==> config.mk <==
export PLATFORM = sky130hd
export DESIGN_NAME = neuron_array_tm
export DESIGN_NICKNAME = d
export VERILOG_FILES = /design/src/rtl/snn_neuron_pkg.sv /design/src/rtl/neuron_lif_update.sv /design/src/rtl/neuron_array_tm.sv
export SDC_FILE = /design/constraint.sdc
export NUM_CORES = 1
export LEC_CHECK = 0
export CAP_MARGIN = 5
export CORE_MARGIN = 2
export CORE_UTILIZATION = 46
export DETAILED_ROUTE_END_ITERATION = 10
export HOLD_SLACK_MARGIN = 0.05
export PLACE_DENSITY_LB_ADDON = 0.05
export SETUP_SLACK_MARGIN = 0.5
export SYNTH_ARGS = -nofsm -noshare
export SYNTH_HDL_FRONTEND = slang
export SYNTH_SLANG_ARGS = --single-unit
==> constraint.sdc <==
create_clock -name clk -period 5.15 [get_ports clk]
set_clock_uncertainty 0.2 [all_clocks]
set_input_delay 0.515 -clock clk [delete_from_list [all_inputs] [get_ports clk]]
set_output_delay 0.515 -clock clk [all_outputs]
set_load 0.03 [all_outputs]
==> src/rtl/snn_neuron_pkg.sv <==
// rtl/snn_neuron_pkg.sv - shared state encoding and saturating add/leak helper for the LIF neuron array
package snn_neuron_pkg;

  localparam logic [1:0] NS_IDLE    = 2'd0;
  localparam logic [1:0] NS_REL_REF = 2'd2;
  localparam logic [1:0] NS_ABS_REF = 2'd3;

  // Working width for membrane arithmetic; wide enough that vmem + mac never wraps.
  localparam int CALC_W = 16;

  // (a + b), minus leak with a floor of zero, then clipped to ceil.
  function automatic logic [CALC_W-1:0] add_leak_sat(
    input logic [CALC_W-1:0] a,
    input logic [CALC_W-1:0] b,
    input logic [CALC_W-1:0] leak,
    input logic [CALC_W-1:0] ceil
  );
    logic [CALC_W-1:0] s;
    s = a + b;
    s = (s > leak) ? (s - leak) : '0;
    return (s > ceil) ? ceil : s;
  endfunction

endpackage

==> src/rtl/neuron_lif_update.sv <==
// rtl/neuron_lif_update.sv - combinational LIF update for one neuron; adaptive threshold under ADAPTIVE_THRESH_EN
module neuron_lif_update
  import snn_neuron_pkg::*;
#(
  parameter int DATA_WIDTH  = 8,
  parameter int THRESH      = 15,
  parameter int THRESH_HIGH = 40,
  parameter int OVERSHOOT   = 70,
  parameter int MAX_VAL     = 100,
  parameter int LEAK_IDLE   = 2,
`ifdef ADAPTIVE_THRESH_EN
  parameter int TH_INC      = 4,
  parameter int TH_OFF_MAX  = 32,
`endif
  parameter int LEAK_REF    = 40
) (
  input  logic [1:0]            st,
  input  logic [DATA_WIDTH-1:0] vmem,
`ifdef ADAPTIVE_THRESH_EN
  input  logic [DATA_WIDTH-1:0] th_off,
  output logic [DATA_WIDTH-1:0] th_off_next,
`endif
  input  logic [DATA_WIDTH-1:0] mac,
  output logic [1:0]            st_next,
  output logic [DATA_WIDTH-1:0] vmem_next,
  output logic                  spike
);

  logic [CALC_W-1:0] s_idle;
  logic [CALC_W-1:0] s_ref;
  logic [CALC_W-1:0] s_abs;
  logic [CALC_W-1:0] thr;

  assign s_idle = add_leak_sat(CALC_W'(vmem), CALC_W'(mac), CALC_W'(LEAK_IDLE), CALC_W'(MAX_VAL));
  assign s_ref  = add_leak_sat(CALC_W'(vmem), CALC_W'(mac), CALC_W'(LEAK_REF), CALC_W'(MAX_VAL));
  assign s_abs  = add_leak_sat(CALC_W'(vmem), '0, CALC_W'(LEAK_REF), CALC_W'(MAX_VAL));

`ifdef ADAPTIVE_THRESH_EN
  assign thr = CALC_W'(THRESH) + CALC_W'(th_off);
`else
  assign thr = CALC_W'(THRESH);
`endif

  // Per-state membrane update; the reserved encoding behaves like IDLE.
  always_comb begin
    st_next   = st;
    vmem_next = vmem;
    spike     = 1'b0;
    case (st)
      NS_REL_REF: begin
        vmem_next = s_ref[DATA_WIDTH-1:0];
        if (s_ref == '0) begin
          st_next = NS_IDLE;
        end else if (s_ref >= CALC_W'(THRESH_HIGH)) begin
          spike   = 1'b1;
          st_next = (s_ref >= CALC_W'(OVERSHOOT)) ? NS_ABS_REF : NS_REL_REF;
        end
      end
      NS_ABS_REF: begin
        vmem_next = s_abs[DATA_WIDTH-1:0];
        if (s_abs == '0) st_next = NS_IDLE;
      end
      default: begin
        vmem_next = s_idle[DATA_WIDTH-1:0];
        st_next   = NS_IDLE;
        if (s_idle >= thr) begin
          spike   = 1'b1;
          st_next = (s_idle >= CALC_W'(OVERSHOOT)) ? NS_ABS_REF : NS_REL_REF;
        end
      end
    endcase
  end

`ifdef ADAPTIVE_THRESH_EN
  logic [CALC_W-1:0] th_sum;
  assign th_sum = CALC_W'(th_off) + CALC_W'(TH_INC);

  // Threshold offset climbs on spikes and relaxes by one on quiet IDLE updates.
  always_comb begin
    th_off_next = th_off;
    if (spike) begin
      th_off_next = (th_sum > CALC_W'(TH_OFF_MAX)) ? DATA_WIDTH'(TH_OFF_MAX) : th_sum[DATA_WIDTH-1:0];
    end else if (st != NS_REL_REF && st != NS_ABS_REF && th_off != '0) begin
      th_off_next = th_off - 1'b1;
    end
  end
`endif

endmodule

==> src/rtl/neuron_array_tm.sv <==
// rtl/neuron_array_tm.sv - time-multiplexed LIF neuron array with state file and output holding registers; ADAPTIVE_THRESH_EN adds per-neuron threshold offsets
module neuron_array_tm
  import snn_neuron_pkg::*;
#(
  parameter int N_NEURONS   = 16,
  parameter int ID_W        = 4,
  parameter int DATA_WIDTH  = 8,
  parameter int THRESH      = 15,
  parameter int THRESH_HIGH = 40,
  parameter int OVERSHOOT   = 70,
  parameter int MAX_VAL     = 100,
  parameter int LEAK_IDLE   = 2,
  parameter int LEAK_REF    = 40,
  parameter int TH_INC      = 4,
  parameter int TH_OFF_MAX  = 32
) (
  input  logic                  clk,
  input  logic                  rst_n,
  input  logic                  clr_all,
  input  logic                  in_valid,
  output logic                  in_ready,
  input  logic [ID_W-1:0]       in_id,
  input  logic [DATA_WIDTH-1:0] in_mac_sum,
  output logic                  out_valid,
  input  logic                  out_ready,
  output logic [ID_W-1:0]       out_id,
  output logic                  out_spike,
  output logic [DATA_WIDTH-1:0] out_vmem
);

  logic [1:0]            st_q   [N_NEURONS];
  logic [DATA_WIDTH-1:0] vmem_q [N_NEURONS];

  logic                  accept;
  logic                  id_ok;
  logic [ID_W-1:0]       rd_idx;
  logic [1:0]            st_next;
  logic [DATA_WIDTH-1:0] vmem_next;
  logic                  spike;

  assign in_ready = !clr_all && (!out_valid || out_ready);
  assign accept   = in_valid && in_ready;
  assign id_ok    = {1'b0, in_id} < (ID_W + 1)'(N_NEURONS);
  assign rd_idx   = id_ok ? in_id : '0;

`ifdef ADAPTIVE_THRESH_EN
  logic [DATA_WIDTH-1:0] th_q [N_NEURONS];
  logic [DATA_WIDTH-1:0] th_next;

  // Threshold offset file: cleared with the rest of the neuron state.
  always_ff @(posedge clk or negedge rst_n) begin
    if (!rst_n) begin
      for (int i = 0; i < N_NEURONS; i++) th_q[i] <= '0;
    end else if (clr_all) begin
      for (int i = 0; i < N_NEURONS; i++) th_q[i] <= '0;
    end else if (accept && id_ok) begin
      th_q[rd_idx] <= th_next;
    end
  end
`endif

  neuron_lif_update #(
    .DATA_WIDTH  (DATA_WIDTH),
    .THRESH      (THRESH),
    .THRESH_HIGH (THRESH_HIGH),
    .OVERSHOOT   (OVERSHOOT),
    .MAX_VAL     (MAX_VAL),
    .LEAK_IDLE   (LEAK_IDLE),
`ifdef ADAPTIVE_THRESH_EN
    .TH_INC      (TH_INC),
    .TH_OFF_MAX  (TH_OFF_MAX),
`endif
    .LEAK_REF    (LEAK_REF)
  ) u_update (
    .st          (st_q[rd_idx]),
    .vmem        (vmem_q[rd_idx]),
`ifdef ADAPTIVE_THRESH_EN
    .th_off      (th_q[rd_idx]),
    .th_off_next (th_next),
`endif
    .mac         (in_mac_sum),
    .st_next     (st_next),
    .vmem_next   (vmem_next),
    .spike       (spike)
  );

  // Neuron state file: written at the accept edge so the next update sees fresh state.
  always_ff @(posedge clk or negedge rst_n) begin
    if (!rst_n) begin
      for (int i = 0; i < N_NEURONS; i++) begin
        st_q[i]   <= NS_IDLE;
        vmem_q[i] <= '0;
      end
    end else if (clr_all) begin
      for (int i = 0; i < N_NEURONS; i++) begin
        st_q[i]   <= NS_IDLE;
        vmem_q[i] <= '0;
      end
    end else if (accept && id_ok) begin
      st_q[rd_idx]   <= st_next;
      vmem_q[rd_idx] <= vmem_next;
    end
  end

  // Result holding registers: load on accept, drop valid once consumed.
  always_ff @(posedge clk or negedge rst_n) begin
    if (!rst_n) begin
      out_valid <= 1'b0;
      out_id    <= '0;
      out_spike <= 1'b0;
      out_vmem  <= '0;
    end else if (accept) begin
      out_valid <= 1'b1;
      out_id    <= in_id;
      out_spike <= id_ok && spike;
      out_vmem  <= id_ok ? vmem_next : '0;
    end else if (out_ready) begin
      out_valid <= 1'b0;
    end
  end

endmodule
# --- Yosys cells after proc, flatten, opt, wreduce, memory -nomap -nowiden ---
# Cells that the tools add are included.
totals:
  ff_bits: 174
  input_bits: 17
  out_inout_bits: 15
  elab_cells: 101
classes:
  n_addsub: 4
  order_cmp: 12
  n_eq_ne: 2
  mux: 36
  bitwise_logic: 1
  reduce_logical: 10
op_table:
  columns: ["cell", "count"]
  rows:
  - ["128-bit two-way mux", 2]
  - ["128-bit bitwise mux", 1]
  - ["16-bit two-way mux", 6]
  - ["32-bit two-way mux", 2]
  - ["16-bit by 7-bit > comparator with 1-bit output, second input constant", 3]
  - ["8-bit binary-select mux with 4-bit select", 1]
  - ["32-bit bitwise mux", 1]
  - ["8-bit demux with 4-bit select", 1]
  - ["16-bit by 7-bit greater-or-equal comparator with 1-bit output, second input constant", 2]
  - ["16-bit logical NOT", 2]
  - ["8-bit two-way mux", 3]
  - ["16-bit by 4-bit greater-or-equal comparator with 1-bit output, second input constant", 1]
  - ["16-bit by 6-bit greater-or-equal comparator with 1-bit output, second input constant", 1]
  - ["16-bit by 6-bit > comparator with 1-bit output, second input constant", 1]
  - ["8-bit case mux with 2 select lines", 1]
  - ["16-bit by 6-bit subtractor with 16-bit output, second input constant", 1]
  - ["2-bit two-way mux", 7]
  - ["9-bit by 2-bit subtractor with 10-bit output, second input constant", 1]
  - ["8-bit by 8-bit adder with 9-bit output", 1]
  - ["9-bit by 2-bit > comparator with 1-bit output, second input constant", 1]
  - ["8-bit by 6-bit subtractor with 9-bit output, second input constant", 1]
  - ["2-bit binary-select mux with 4-bit select", 1]
  - ["2-bit demux with 4-bit select", 1]
  - ["8-bit by 6-bit > comparator with 1-bit output, second input constant", 1]
  - ["11 further kinds", 22]

# --- Longest topological paths before layout ---
logic_depth:
  word_depth: 17
  mapped_depth: 22
  ltp_nobuf: 16

# --- Cells and area by module ---
# From an unflattened synthesis, not the netlist that was laid out.
hier_totals:
  hier_cells: 981
  hier_area_um2: 9841.9
by_module_without_submodules:
  columns: ["module", "n_inst", "cells_each", "area_per_inst_um2", "seq_area_each_um2"]
  rows:
  - ["neuron_array_tm", 1, 778, 8401.8, 4354.2]
  - ["neuron_lif_update", 1, 203, 1440.1, 0.0]

# --- Least setup slack after synthesis ---
# OpenSTA, ideal clock, no wires.
synth_path:
  kind: "input to register"
  startpoint: "in in_id[2]"
  endpoint: "reg vmem_q[106] in the netlist's numbering"
  setup_ns: 0.066
  t_arrival_ns: 5.037
  t_required_ns: 4.884
  slack_ns: -0.153
  path_stages: 20
  path_buffers: 4
  path_cell_list: "buf_2 > buf_2 > nor2b_1 > buf_2 > a22oi_1 > nand2_1 > ha_1 > inv_1 > fa_1 > xor2_1 > ha_1 > clkinv_1 > nor4_1 > nand2_1 > a32oi_1 > nor2_1 > o21a_1 > a221oi_2 > buf_4 > a22o_1"
synth_between:
  elab_chain_cells: 13
  elab_cells_between_ends: 34
  cone_classes: "4 x add/sub; 8 x order compare; 2 x eq/ne; 18 x mux; 1 x bitwise; 1 x reduce/logical"
synth_rtl:
  columns: ["item", "line", "text"]
  rows:
  - ["start: declaration", "neuron_array_tm.sv:22", "input logic [ID_W-1:0] in_id,"]
  - ["4-bit inverter with 5-bit output (not written as such) *", "neuron_array_tm.sv:75, neuron_array_tm.sv:76, neuron_array_tm.sv:101", null]
  - ["8-bit binary-select mux with 4-bit select", "neuron_array_tm.sv:76", ".vmem (vmem_q[rd_idx]),"]
  - ["8-bit two-way mux (not written as such) (2 in a row)", "neuron_array_tm.sv:76", null]
  - ["8-bit by 8-bit adder with 9-bit output", "snn_neuron_pkg.sv:19", "s = a + b;"]
  - ["16-bit by 6-bit subtractor with 16-bit output (tied with other cells)", "snn_neuron_pkg.sv:20", "s = (s > leak) ? (s - leak) : '0;"]
  - ["16-bit two-way mux", "snn_neuron_pkg.sv:20", null]
  - ["16-bit by 7-bit > comparator with 1-bit output", "snn_neuron_pkg.sv:21", "return (s > ceil) ? ceil : s;"]
  - ["16-bit two-way mux", "snn_neuron_pkg.sv:21", null]
  - ["8-bit case mux with 2 select lines", "neuron_lif_update.sv:49", "case (st)"]
  - ["128-bit bitwise mux *", "neuron_array_tm.sv:101", "vmem_q[rd_idx] <= vmem_next;"]
  - ["128-bit two-way mux *", "neuron_array_tm.sv:99", "end else if (accept && id_ok) begin"]
  - ["128-bit two-way mux *", "neuron_array_tm.sv:94", "end else if (clr_all) begin"]
  - ["end signal: indexed assignment", "neuron_array_tm.sv:101", null]
  - ["end: declaration", "neuron_array_tm.sv:32", "logic [DATA_WIDTH-1:0] vmem_q [N_NEURONS];"]
# Mark *: on every way between the ends. The rest lies on a longest branch, timed or not. The select of a mux whose other input is x is not followed.
# A chain may end at the register's enable or synchronous reset.

# --- Worst setup path after layout ---
layout_path:
  startpoint: "reg vmem_q[32] in the netlist's numbering"
  endpoint: "reg vmem_q[2] in the netlist's numbering"
layout_between:
  elab_chain_cells: 12
  elab_cells_between_ends: 23
  cone_classes: "4 x add/sub; 6 x order compare; 13 x mux"
layout_rtl:
  columns: ["item", "line"]
  rows:
  - ["8-bit binary-select mux with 4-bit select *", "neuron_array_tm.sv:76"]
  - ["8-bit two-way mux (not written as such) * (2 in a row)", "neuron_array_tm.sv:76"]
  - ["8-bit by 8-bit adder with 9-bit output", "snn_neuron_pkg.sv:19"]
  - ["16-bit by 6-bit subtractor with 16-bit output (tied with other cells)", "snn_neuron_pkg.sv:20"]
  - ["16-bit two-way mux", "snn_neuron_pkg.sv:20"]
  - ["16-bit by 7-bit > comparator with 1-bit output", "snn_neuron_pkg.sv:21"]
  - ["16-bit two-way mux", "snn_neuron_pkg.sv:21"]
  - ["8-bit case mux with 2 select lines *", "neuron_lif_update.sv:49"]
  - ["128-bit bitwise mux *", "neuron_array_tm.sv:101"]
  - ["128-bit two-way mux *", "neuron_array_tm.sv:99"]
  - ["128-bit two-way mux *", "neuron_array_tm.sv:94"]
# Marked as above.

==> summary.txt <==
Worst hold path
  – Cells on Worst Hold Path: 2
  – HP Start: out_spike$_DFFE_PN0P_
  – Hold Crit Endpoint: out_spike$_DFFE_PN0P_
  – Min-delay worst type: flip-flop to flip-flop

Floorplanning
  – Total core area: 0.0203 mm2
  – Die Height: 148 um
  – Starting Density: 47.1%
  – IO Count: 32
  – Die footprint: 0.0220 mm2
  – FP Rows: 52
  – Die width: 148 um

Yosys
  – Netlist Area Pre-Place: 0.00956 mm2
  – Avg Cell Area, Syn: 10.5 um2
  – YS warnings: 0
  – Post-synth EDFFs: 0
  – Commonest cells in the netlist: 174 x dfrtp_1, 129 x nand2_1, 61 x nor2_1
  – Synth top area cells: dfrtp_1 46%, mux4_2 7.5%, nand2_1 5.1%
  – Dominant cell by count in the synthesized netlist: dfrtp_1
  – Post-synthesis register bit count: 174
  – Share of Yosys cell area claimed by the top area cell type: 45.5%
  – Syn Inst Count: 909
  – Main synth FF type: dfrtp_1
  – Post-synth ARST share: 100%
  – Post-Syn Nets: 938
  – Cell accounting for the most synthesized area: dfrtp_1
  – Post-synthesis sequential area ratio: 45.5%
  – Synth cell types: 77

Pwr
  – Net Sw Frac: 30.7%
  – Clock network power share: 37.5%
  – Max VDD drop: 248 uV
  – Int Pwr: 2.32 mW
  – Comb pwr share: 20.2%
  – Pwr Density: 277 mW/mm2
  – P_sw: 1.03 mW
  – Pleak: 5.27 nW
  – Seq pwr share: 42.3%

Job
  – Max-cap violations: 0

Timing
  – Final Max Tran Viols: 0
  – Max-slew headroom: 14.2%
  – Setup TNS Final: 0 ns
  – Final period util: 89.5%
  – RSZ-0062 raised after global routing: true
  – Max Freq: 217 MHz
  – Hold_ws: 0.277 ns
  – Setup Viol. Count Final: 0
  – Final Hold Viols: 0
  – Post-route minimum period: 4.61 ns
  – Worst-margin pin slew: 1.29 ns

Global route
  – GR Util All Layers: 28.6%
  – Number of global-route vias before repair: 8118
  – Initial antenna violation count: 0
  – Grt total ovfl: 0
  – Largest net degree at the start of global routing: 98
  – First-pass GRT wire length: 47.7 mm

CTS
  – Clk buf depth: 2
  – Clock root buffer: clkbuf_16
  – Clock buffer count from CTS: 17
  – TritonCTS clock tree: built
  – Clk_lat worst skew: 0.44 ns
  – CTS sink cnt: 174
  – Htree depth: 4
  – Reg clk slew, reported paths: 0.07 ns

Worst setup path
  – Worst Path Arrival: 4.78 ns
  – Crit path capture type: flip-flop
  – CP max FO: 8
  – R2R Path Start: vmem_q[32]$_DFFE_PN0P_
  – Required time of the critical path: 5.32 ns
  – Reg-to-reg slack, setup: 0.54 ns
  – Reg2reg path depth: 19
  – WS Path Type: flip-flop to flip-flop
  – Reg2reg end: vmem_q[2]$_DFFE_PN0P_
  – Crit start category: flip-flop

Detailed routing
  – DRT Wirelength: 31.2 mm
  – WL met2: 14.0 mm
  – Starting DRC count in detailed routing: 915
  – DR WL/cell: 23.7 um
  – Vias: 8380
  – WL met1: 14.0 mm
  – Pre-Repair DR Iteration Count: 6
  – Uppermost routed layer: met4
  – DRC Markers: 0
  – Detail Route Antenna Nets: 0
  – Vias/cell: 6.36
  – WL met3: 2.55 mm

Finish
  – Area Overhead vs Synth: 26.8%
  – Final Cell Area: 0.0121 mm2
  – Antenna cells: 0
  – Layout cells sized above 1: 27.4%
  – Nets: 1064

Placement
  – RD Place Congestion: 0.959
  – Port bufs: 31
  – DPL Wire Length: 22.9 mm
  – Placed inst area: 0.0110 mm2

Run status
  – Status: completed
critical path: stages, from the launching register on:
cell and delay [ns]:
dfrtp_1 0.38, mux4_2 0.54, a22oi_2 0.28, nand2_1 0.12, ha_2 0.21, inv_2 0.05, fa_2 0.24, nand2b_4 0.16
a21oi_4 0.07, buf_6 0.13, xnor2_4 0.23, buf_6 0.18, nand3_2 0.09, a32oi_1 0.25, o211a_1 0.23, nor2_1 0.05
o21a_2 0.26, a221oi_4 0.47, clkbuf_16 0.25, a22o_1 0.14
power by group through the flow:
stage / sequential (mW) / clock [mW] / combinational [mW]
5_1_grt: 1.42 / 1.34 / 0.716
6_report: 1.42 / 1.26 / 0.677
3_5_place_dp: 1.44 / 0 / 0.602
4_1_cts: 1.42 / 1.28 / 0.618
2_1_floorplan: 1.48 / 0 / 0.299
3_3_place_gp: 1.44 / 0 / 0.596
final cells by class:
type	instances	area [um2]
repair buffers	161	1480
flip-flops and latches	174	4350
inverters	16	65.1
clock inverters	14	140
well taps	270	338
fillers	1696	8180
clock buffers	18	429
multi-input cells	665	5310
state kept, by name, indices dropped and copies added, names as in the netlist:
| register | cells |
|---|---|
| out_spike | 1 |
| out_valid | 1 |
| st_q | 32 |
| out_vmem | 8 |
| vmem_q | 128 |
| out_id | 4 |
metal layers:
layer / track usage (%) / up-vias
met5: 0 / -
met4: 7.38 / 0
met3: 6.90 / 41
met2: 42.1 / 421
met1: 42.6 / 4238
li1: - / 3680
cells by family (layout without fill, tap and decap cells):
family                   count (synthesis)  in the layout  synth area share (%)
AND/OR/NAND/NOR                        331            331                  17.0
AO/OA/AOI/OAI                          268            268                  20.8
flip-flops                             174            174                  45.5
buffers and inverters                   70            209                  3.57
multiplexers                            47             47                  10.8
adder cells (fa/ha/maj)                 12             12                  1.65
XOR/XNOR                                 7              7                 0.641
placed cells by master (no fill, tap or decap), types with 5 or more instances in the layout:
cell type,instances
o21ai_0,49
inv_1,9
a22o_1,55
mux4_2,34
a21o_1,9
buf_4,109
o21ai_1,20
nor3_1,25
nand3_1,15
and2_1,22
inv_2,6
inv_6,5
a21oi_1,37
nand2_1,126
nand3b_1,33
mux4_1,8
nor2_1,58
o31ai_1,5
clkinv_4,5
dfrtp_1,174
a22oi_2,7
o211ai_1,6
ha_4,7
buf_12,11
buf_6,8
a32o_1,26
clkbuf_16,19
clkdlybuf4s50_1,25
nor2_2,5
worst max path at each step:
stage	from	endpoint	slack [ns]	cells past startpoint
floorplan	in_id[0]	vmem_q[102]$_DFFE_PN0P_	0.49	19
global placement	in_id[2]	out_vmem[6]$_DFFE_PN0P_	-0.22	18
detailed placement	in_id[2]	vmem_q[30]$_DFFE_PN0P_	-0.31	18
CTS	in_id[3]	vmem_q[121]$_DFFE_PN0P_	0.50	22
global route	vmem_q[40]$_DFFE_PN0P_	vmem_q[2]$_DFFE_PN0P_	0.43	19
finish	vmem_q[32]$_DFFE_PN0P_	vmem_q[2]$_DFFE_PN0P_	0.54	19
stage by stage:
| stage | power [mW] | utilization, % | instances | setup slack (ns) |
|---|---|---|---|---|
| final | 3.35 | 59.7 | 1318 | 0.542 |
| after CTS | 3.31 | 57.7 | 1298 | 0.501 |
| after detailed placement | 2.05 | 54.4 | 1264 | -0.311 |
| after global routing | 3.48 | 59.7 | 1318 | 0.425 |
| after global placement | 2.04 | 54.4 | 1264 | -0.222 |
| after floorplan | 1.78 | - | 909 | 0.493 |
repair_timing:
action                                  in CTS  in global routing
hold endpoints to repair                    77                  0
hold buffers                                 1                  0
gates cloned                                 0                  2
gates resized for setup                     18                 58
buffers inserted                             1                 18
endpoints found under the setup margin     149                152
pin swaps                                    4                 22
No activity file was read; power rests on OpenSTA's default activity.
